### config.mk
export PLATFORM = sky130hd
export DESIGN_NAME = ahb_lite_bus_arbiter
export DESIGN_NICKNAME = d
export VERILOG_FILES = /design/src/rtl/ahb_lite_bus_arbiter.sv
export SDC_FILE = /design/constraint.sdc
export NUM_CORES = 1
export LEC_CHECK = 0
export CAP_MARGIN = 10
export CORE_MARGIN = 1.5
export CORE_UTILIZATION = 30
export DETAILED_ROUTE_END_ITERATION = 10
export SLEW_MARGIN = 20
export SYNTH_ARGS = -nofsm -noshare
export SYNTH_HDL_FRONTEND = slang
export SYNTH_SLANG_ARGS = --single-unit
### constraint.sdc
create_clock -name HCLK -period 3.6 [get_ports HCLK]
set_input_delay 1.08 -clock HCLK [delete_from_list [all_inputs] [get_ports HCLK]]
set_output_delay 1.08 -clock HCLK [all_outputs]
set_load 0.005 [all_outputs]
### src/rtl/ahb_lite_bus_arbiter.sv
// Round-robin AHB-lite arbiter: one-hot grant, address/data-phase owner, bus lock.
// Build with AHB_ARB_HOLD_LIMIT_EN defined to add hold-time preemption after MAX_HOLD beats.
module ahb_lite_bus_arbiter #(
    parameter int NUM_MASTERS = 4,
    parameter int MAX_HOLD    = 16,
    localparam int MW = (NUM_MASTERS > 1) ? $clog2(NUM_MASTERS) : 1
) (
    input  logic                   HCLK,
    input  logic                   HRESETn,
    input  logic [NUM_MASTERS-1:0] HBUSREQ,
    input  logic [NUM_MASTERS-1:0] HLOCK,
    input  logic [1:0]             HTRANS,
    input  logic [2:0]             HBURST,
    input  logic                   HREADY,
    output logic [NUM_MASTERS-1:0] HGRANT,
    output logic [MW-1:0]          HMASTER,
    output logic [MW-1:0]          HMASTER_DATA,
    output logic                   HMASTLOCK
);

    localparam logic [0:0] ST_PARK   = 1'b0;
    localparam logic [0:0] ST_OWN    = 1'b1;
    localparam logic [1:0] TR_IDLE   = 2'b00;
    localparam logic [1:0] TR_NONSEQ = 2'b10;
    localparam logic [2:0] BU_SINGLE = 3'b000;

    logic [0:0]             state, state_nxt;
    logic [MW-1:0]          last_owner, owner_nxt, rr_win, cand;
    logic                   rr_found, sp, owner_lock, owner_req, grant_chg, preempt;
    logic [NUM_MASTERS-1:0] grant_nxt;

    // Grants may only move at an edge that ends a burst (idle or single transfer).
    assign sp         = HREADY && ((HTRANS == TR_IDLE) ||
                                   ((HTRANS == TR_NONSEQ) && (HBURST == BU_SINGLE)));
    assign owner_lock = HLOCK[HMASTER];
    assign owner_req  = HBUSREQ[HMASTER];
    assign HMASTLOCK  = owner_lock;

    // Scan starts just above the last served master, which is therefore checked last.
    always_comb begin
        rr_win   = '0;
        rr_found = 1'b0;
        cand     = '0;
        for (int i = 1; i <= NUM_MASTERS; i++) begin
            cand = MW'((int'(last_owner) + i) % NUM_MASTERS);
            if (!rr_found && HBUSREQ[cand]) begin
                rr_win   = cand;
                rr_found = 1'b1;
            end
        end
    end

`ifdef AHB_ARB_HOLD_LIMIT_EN
    logic [7:0] hold_cnt;
    logic       others_req;

    assign others_req = |(HBUSREQ & ~HGRANT);
    assign preempt    = (hold_cnt == 8'(MAX_HOLD)) && others_req;

    // Counts issued beats (NONSEQ/SEQ) of the current owner, saturating at the limit.
    always_ff @(posedge HCLK or negedge HRESETn) begin
        if (!HRESETn) begin
            hold_cnt <= 8'd0;
        end else if (grant_chg) begin
            hold_cnt <= 8'd0;
        end else if ((state == ST_OWN) && HREADY && HTRANS[1] &&
                     (hold_cnt != 8'(MAX_HOLD))) begin
            hold_cnt <= hold_cnt + 8'd1;
        end
    end
`else
    assign preempt = 1'b0;
`endif

    always_comb begin
        state_nxt = state;
        owner_nxt = HMASTER;
        if (sp && !owner_lock) begin
            if (state == ST_PARK) begin
                if (|HBUSREQ) begin
                    state_nxt = ST_OWN;
                    owner_nxt = rr_win;
                end
            end else if (!owner_req) begin
                if (|HBUSREQ) begin
                    owner_nxt = rr_win;
                end else begin
                    state_nxt = ST_PARK;
                    owner_nxt = '0;
                end
            end else if (preempt) begin
                owner_nxt = rr_win;
            end
        end
    end

    assign grant_chg = (state_nxt != state) || (owner_nxt != HMASTER);
    assign grant_nxt = {{(NUM_MASTERS-1){1'b0}}, 1'b1} << owner_nxt;

    always_ff @(posedge HCLK or negedge HRESETn) begin
        if (!HRESETn) begin
            state        <= ST_PARK;
            last_owner   <= '0;
            HGRANT       <= {{(NUM_MASTERS-1){1'b0}}, 1'b1};
            HMASTER      <= '0;
            HMASTER_DATA <= '0;
        end else begin
            state   <= state_nxt;
            HGRANT  <= grant_nxt;
            HMASTER <= owner_nxt;
            if (grant_chg && (state_nxt == ST_OWN)) begin
                last_owner <= owner_nxt;
            end
            if (HREADY) begin
                HMASTER_DATA <= HMASTER;
            end
        end
    end

endmodule

# Word-level counts from Yosys, hierarchy flattened
# Index checks and enable logic that the tools add are counted.
# classes
n_addsub	4
order_cmp	5
n_eq_ne	3
shift	1
n_mux	28
n_reduce_logical	16
# ops
operator	count
2-bit 2-to-1 mux	9
2-bit by 3-bit less-than comparator with 1-bit output (second input constant)	5
1-bit 2-to-1 mux	13
1-bit binary-select mux with 2-bit select	6
1-bit logical AND	7
2-bit by 1-bit adder with 2-bit output (second input constant)	2
2-bit adder (second input constant)	2
1-bit logical NOT	4
4-bit OR reduction	1
1-bit by 2-bit left shift with 4-bit output (first input constant)	1
3-bit logical NOT	1
2-bit equality test (second input constant)	1
2-bit logical NOT	1
1-bit logical OR	2
2-bit inequality test	1
1-bit inequality test	1
# word_totals
reg_bits	11
input_bits	16
wordCells	62

# Depth between registers and ports, before layout
# depth
ltp_word	20
mapped_depth	7
mapped_depth_nobuf	6

# Worst setup path after synthesis
# OpenSTA, ideal clock, no wires.
# synth_timing
path_kind	input port to flip-flop
start	input HLOCK[3]
end	register last_owner[1]
setup_ps	122
arrival_time_ps	2564
slack_ps	914
path_stages	6
path_buffers	0
path_cell_list	mux4_2 -> nor4b_4 -> nand2_1 -> a21boi_1 -> a21o_2 -> a32o_1
# synth_via
elab_chain_len	8
elab_cells_between_ends	10
# synth_rtl
element	line_no	rtl
start, declared	11	input logic [NUM_MASTERS-1:0] HLOCK,
1-bit binary-select mux with 2-bit select (*)	35	assign owner_lock = HLOCK[HMASTER];
1-bit 2-to-1 mux (implied by the code) (*)	35	
1-bit logical NOT (*)	78	if (sp && !owner_lock) begin
1-bit logical AND (*)	78	
2-bit 2-to-1 mux or 1-bit 2-to-1 mux (tied branches)	78	
2-bit inequality test or 1-bit inequality test (tied branches)	97	assign grant_chg = (state_nxt != state) || (owner_nxt != HMASTER);
1-bit logical OR	97	
1-bit logical AND	111	if (grant_chg && (state_nxt == ST_OWN)) begin
end signal, assigned	112	last_owner <= owner_nxt;
end, declared	28	logic [MW-1:0] last_owner, owner_nxt, rr_win, cand;
# Mark *: on every way between the ends. The rest lies on a longest branch, timed or not. The select of a mux whose other input is x is not followed.
# A chain may end at the register's enable or synchronous reset.

# Worst setup path in the final report
# layout_timing
start	input HLOCK[3]
end	output HMASTLOCK
# layout_via
elab_chain_len	2
# layout_rtl
element	line_no	rtl
1-bit binary-select mux with 2-bit select	35	
1-bit 2-to-1 mux (implied by the code)	35	
end, declared	18	output logic HMASTLOCK
# Every way passes these cells. The select of a mux whose other input is x is not followed.

==> summary.md <==
| Metric | Value |
|---|---|
| Vias per cell | `slightly below 5` |
| Inserted Diodes | `0` |
| Hold Path Stages | `1` |
| All-Layer GR Usage | `12.1%` |
| Nets | `112` |
| Cts bufs inserted | `3` |
| Drt drc | `0` |
| Fin area | `between 900 and 1000 um2` |
| RSZ-0062 raised after global routing | `false` |
| WHS | `~500 ps` |
| Worst Max-Slew Pin Slew | `462 ps` |
| Register bit total from synthesis | `11` |
| Synth warn | `0` |
| Worst Hold Class | `reg -> reg` |
| Total power | `around 0.58 mW` |
| IO buf count | `24` |
| Cell taking the most area after synthesis | `dfrtp_1` |
| Largest net degree at the start of global routing | `12` |
| Post-synth top area share | `35.8%` |
| Asr flop ratio synth | `100%` |
| WL/cell | `roughly 12 um` |
| Setup bufs post-CTS | `0` |
| Worst IR Drop VDD | `between 300 and 400 uV` |
| Fin Clk Skew | `5.92 ps` |
| Final worst path period need | `3510 ps` |
| First-pass DRT Iterations | `4` |
| Fin Setup TNS | `0 ps` |
| Post-placement cell area | `961 um2` |
| Max incr delay on CP | `just under 500 ps` |
| CP max FO | `2` |
| CP max stage cell | `mux4_2` |
| Most used cell, CP | `clkdlybuf4s50_1` |
| Grt total ovfl | `0` |
| Core area | `around 2200 um2` |
| Post-route insts no fill | `123` |
| Max cap viols | `0` |
| EDFF count, synth | `0` |
| Clock buffer depth | `2` |
| WP data arrival | `between 2000 and 2500 ps` |
| Yosys cell types | `38` |
| FMAX | `285 MHz` |
| Leakage | `0.392 nW` |
| Sequential area share after synthesis | `between 30% and 40%` |
| Fin util | `44.6%` |
| Post-detail-place hpwl | `1.16 mm` |
| CTS root buffer | `clkbuf_4` |
| Crit path required time | `2520 ps` |
| Pre-CTS worst setup slack | `just over 90 ps` |
| Type of origin of the critical path | `input pin` |
| Avg Inst Size Synth | `just over 10 um2` |
| CTS tree | `yes` |
| Post-Place Cells | `119` |
| Via count | `606` |
| Post-Syn Instances | `69` |
| WL final | `1.48 mm` |
| Pins Over Slew Limit | `0` |
| Syn Nets | `85` |
| Ordered list of cells on the worst path | `clkdlybuf4s50_1 > mux4_2 > clkdlybuf4s50_1` |
| Largest family of logic cells by synthesized area | `simple AND/OR/NAND/NOR gates` |
| Worst rel slew slack | `approximately 70%` |
| Area growth from synthesis to layout | `41.4%` |
| Routed Antenna Nets | `0` |
| IO Pins | `25` |
| H-tree levels | `1` |
| Clock Sinks | `11` |
| Final Hold Vio Count | `0` |
| Critical Path Sink Type | `output pin` |
| Vias in the first global route | `590` |
| Power per cell area | `589 nW/um2` |
| Overall die height | `~51 um` |
| Initial Util | `31.6%` |
| Mux cell area share after synthesis | `12.7%` |
| Setup ws final | `85.3 ps` |
| Std-Cell Rows | `17` |
| Worst-Skew Late Latency | `260 ps` |
| RePlAce Congestion | `about 0.74` |
| Post-synth top flop | `dfrtp_1` |
| Clock-pin slew on the worst setup and hold paths | `60 ps` |
| Worst Reg-to-Reg Cells | `7` |
| Synth Area in XOR/XNOR | `0%` |
| Post-synthesis simple-gate area fraction | `22.4%` |
| Layout cells sized above 1 | `18.9%` |
| Status | `finished, final reports clean` |
| First-pass GRT wire length | `around 2.4 mm` |
| Initial DRC Count | `3` |
| CTS resizes | `0` |
| Synth Area in Compound Gates | `20.8%` |
| Final setup vio count | `0` |
| Die width | `51.2 um` |
| Final critical-path share of the clock period | `97.6%` |
| Die area | `about 2600 um2` |
| Hold-fix buffers, CTS | `0` |
| Post-synthesis instance area | `698 um2` |
| Initial antenna violation count | `0` |
| Adder-cell share of the synthesized area | `0%` |
| Worst setup path class | `in -> out` |
| Synth area leaders | `dfrtp_1 (36%), mux2_2 (8.1%), dfstp_2 (3.8%)` |
## power by group
part	switching (mW)	internal (mW)
Combinational	0.108	0.170
Clock	0.0353	0.0427
Sequential	0.0556	0.170
Total	0.199	0.383
## flip-flops by register name (all words and copies together), names as in the netlist
register,flops
HMASTER,2
HGRANT,4
last_owner,2
state,1
HMASTER_DATA,2
## critical path: cells and delay by family
kind,cells,cell delay [ps]
buffers and inverters,2,860
multiplexers,1,490
## cell type report
class / instances / area [um2]
fill: 230 / 1220
multi-input combinational: 52 / 390
sequential: 11 / 277
timing repair buffer: 25 / 248
tap: 28 / 35.0
clock buffer: 4 / 26.3
inverter: 3 / 11.3
## cells in the mapped netlist (all sizes together) (2+ instances only)
cell	number
nor2	4
o21ai	7
dfrtp	10
nor2b	4
buf	2
nand2b	2
o31ai	2
inv	3
and2	2
nand2	6
mux2	5
## worst paths after layout
path	start	endpoint	slack, ps
hold reg to reg	HMASTER_DATA[0]$_DFFE_PN0P_	HMASTER_DATA[0]$_DFFE_PN0P_	510
setup / recovery	HLOCK[3]	HMASTLOCK	90
min in group asynchronous	HRESETn	HMASTER_DATA[1]$_DFFE_PN0P_	1140
setup reg to reg	HMASTER[0]$_DFF_PN0_	last_owner[1]$_DFFE_PN0P_	1130
hold / removal	HMASTER_DATA[0]$_DFFE_PN0P_	HMASTER_DATA[0]$_DFFE_PN0P_	510
max in group asynchronous	HRESETn	HGRANT[0]$_DFF_PN1_	2110
## cell usage in the layout, fill, tap and decap left out, types with 2 or more instances in the layout
master and instances:
nand2_1 6, clkdlybuf4s50_1 24, nand2b_1 2, dfrtp_1 10, nor2b_1 4, mux2_2 5
o21ai_0 5, nor2_1 4, o31ai_1 2, clkbuf_4 3, inv_1 2
## layer usage
layer | up-vias | track usage (%) | share of wire [%]
met2 | 18 | 22.5 | 48
met4 | 0 | 0 | 0
met1 | 278 | 14.1 | 45
met3 | 0 | 4.68 | 6.3
met5 | - | 0 | 0
li1 | 310 | - | -
## kinds of logic (layout without fill, tap and decap cells)
| family | Yosys count | in the layout |
|---|---|---|
| AOI/OAI and AO/OA | 20 | 20 |
| buffers and inverters | 6 | 32 |
| DFF | 11 | 11 |
| muxes | 7 | 7 |
| and+or+nand+nor | 25 | 25 |
Power figures use the tool's default switching activity.
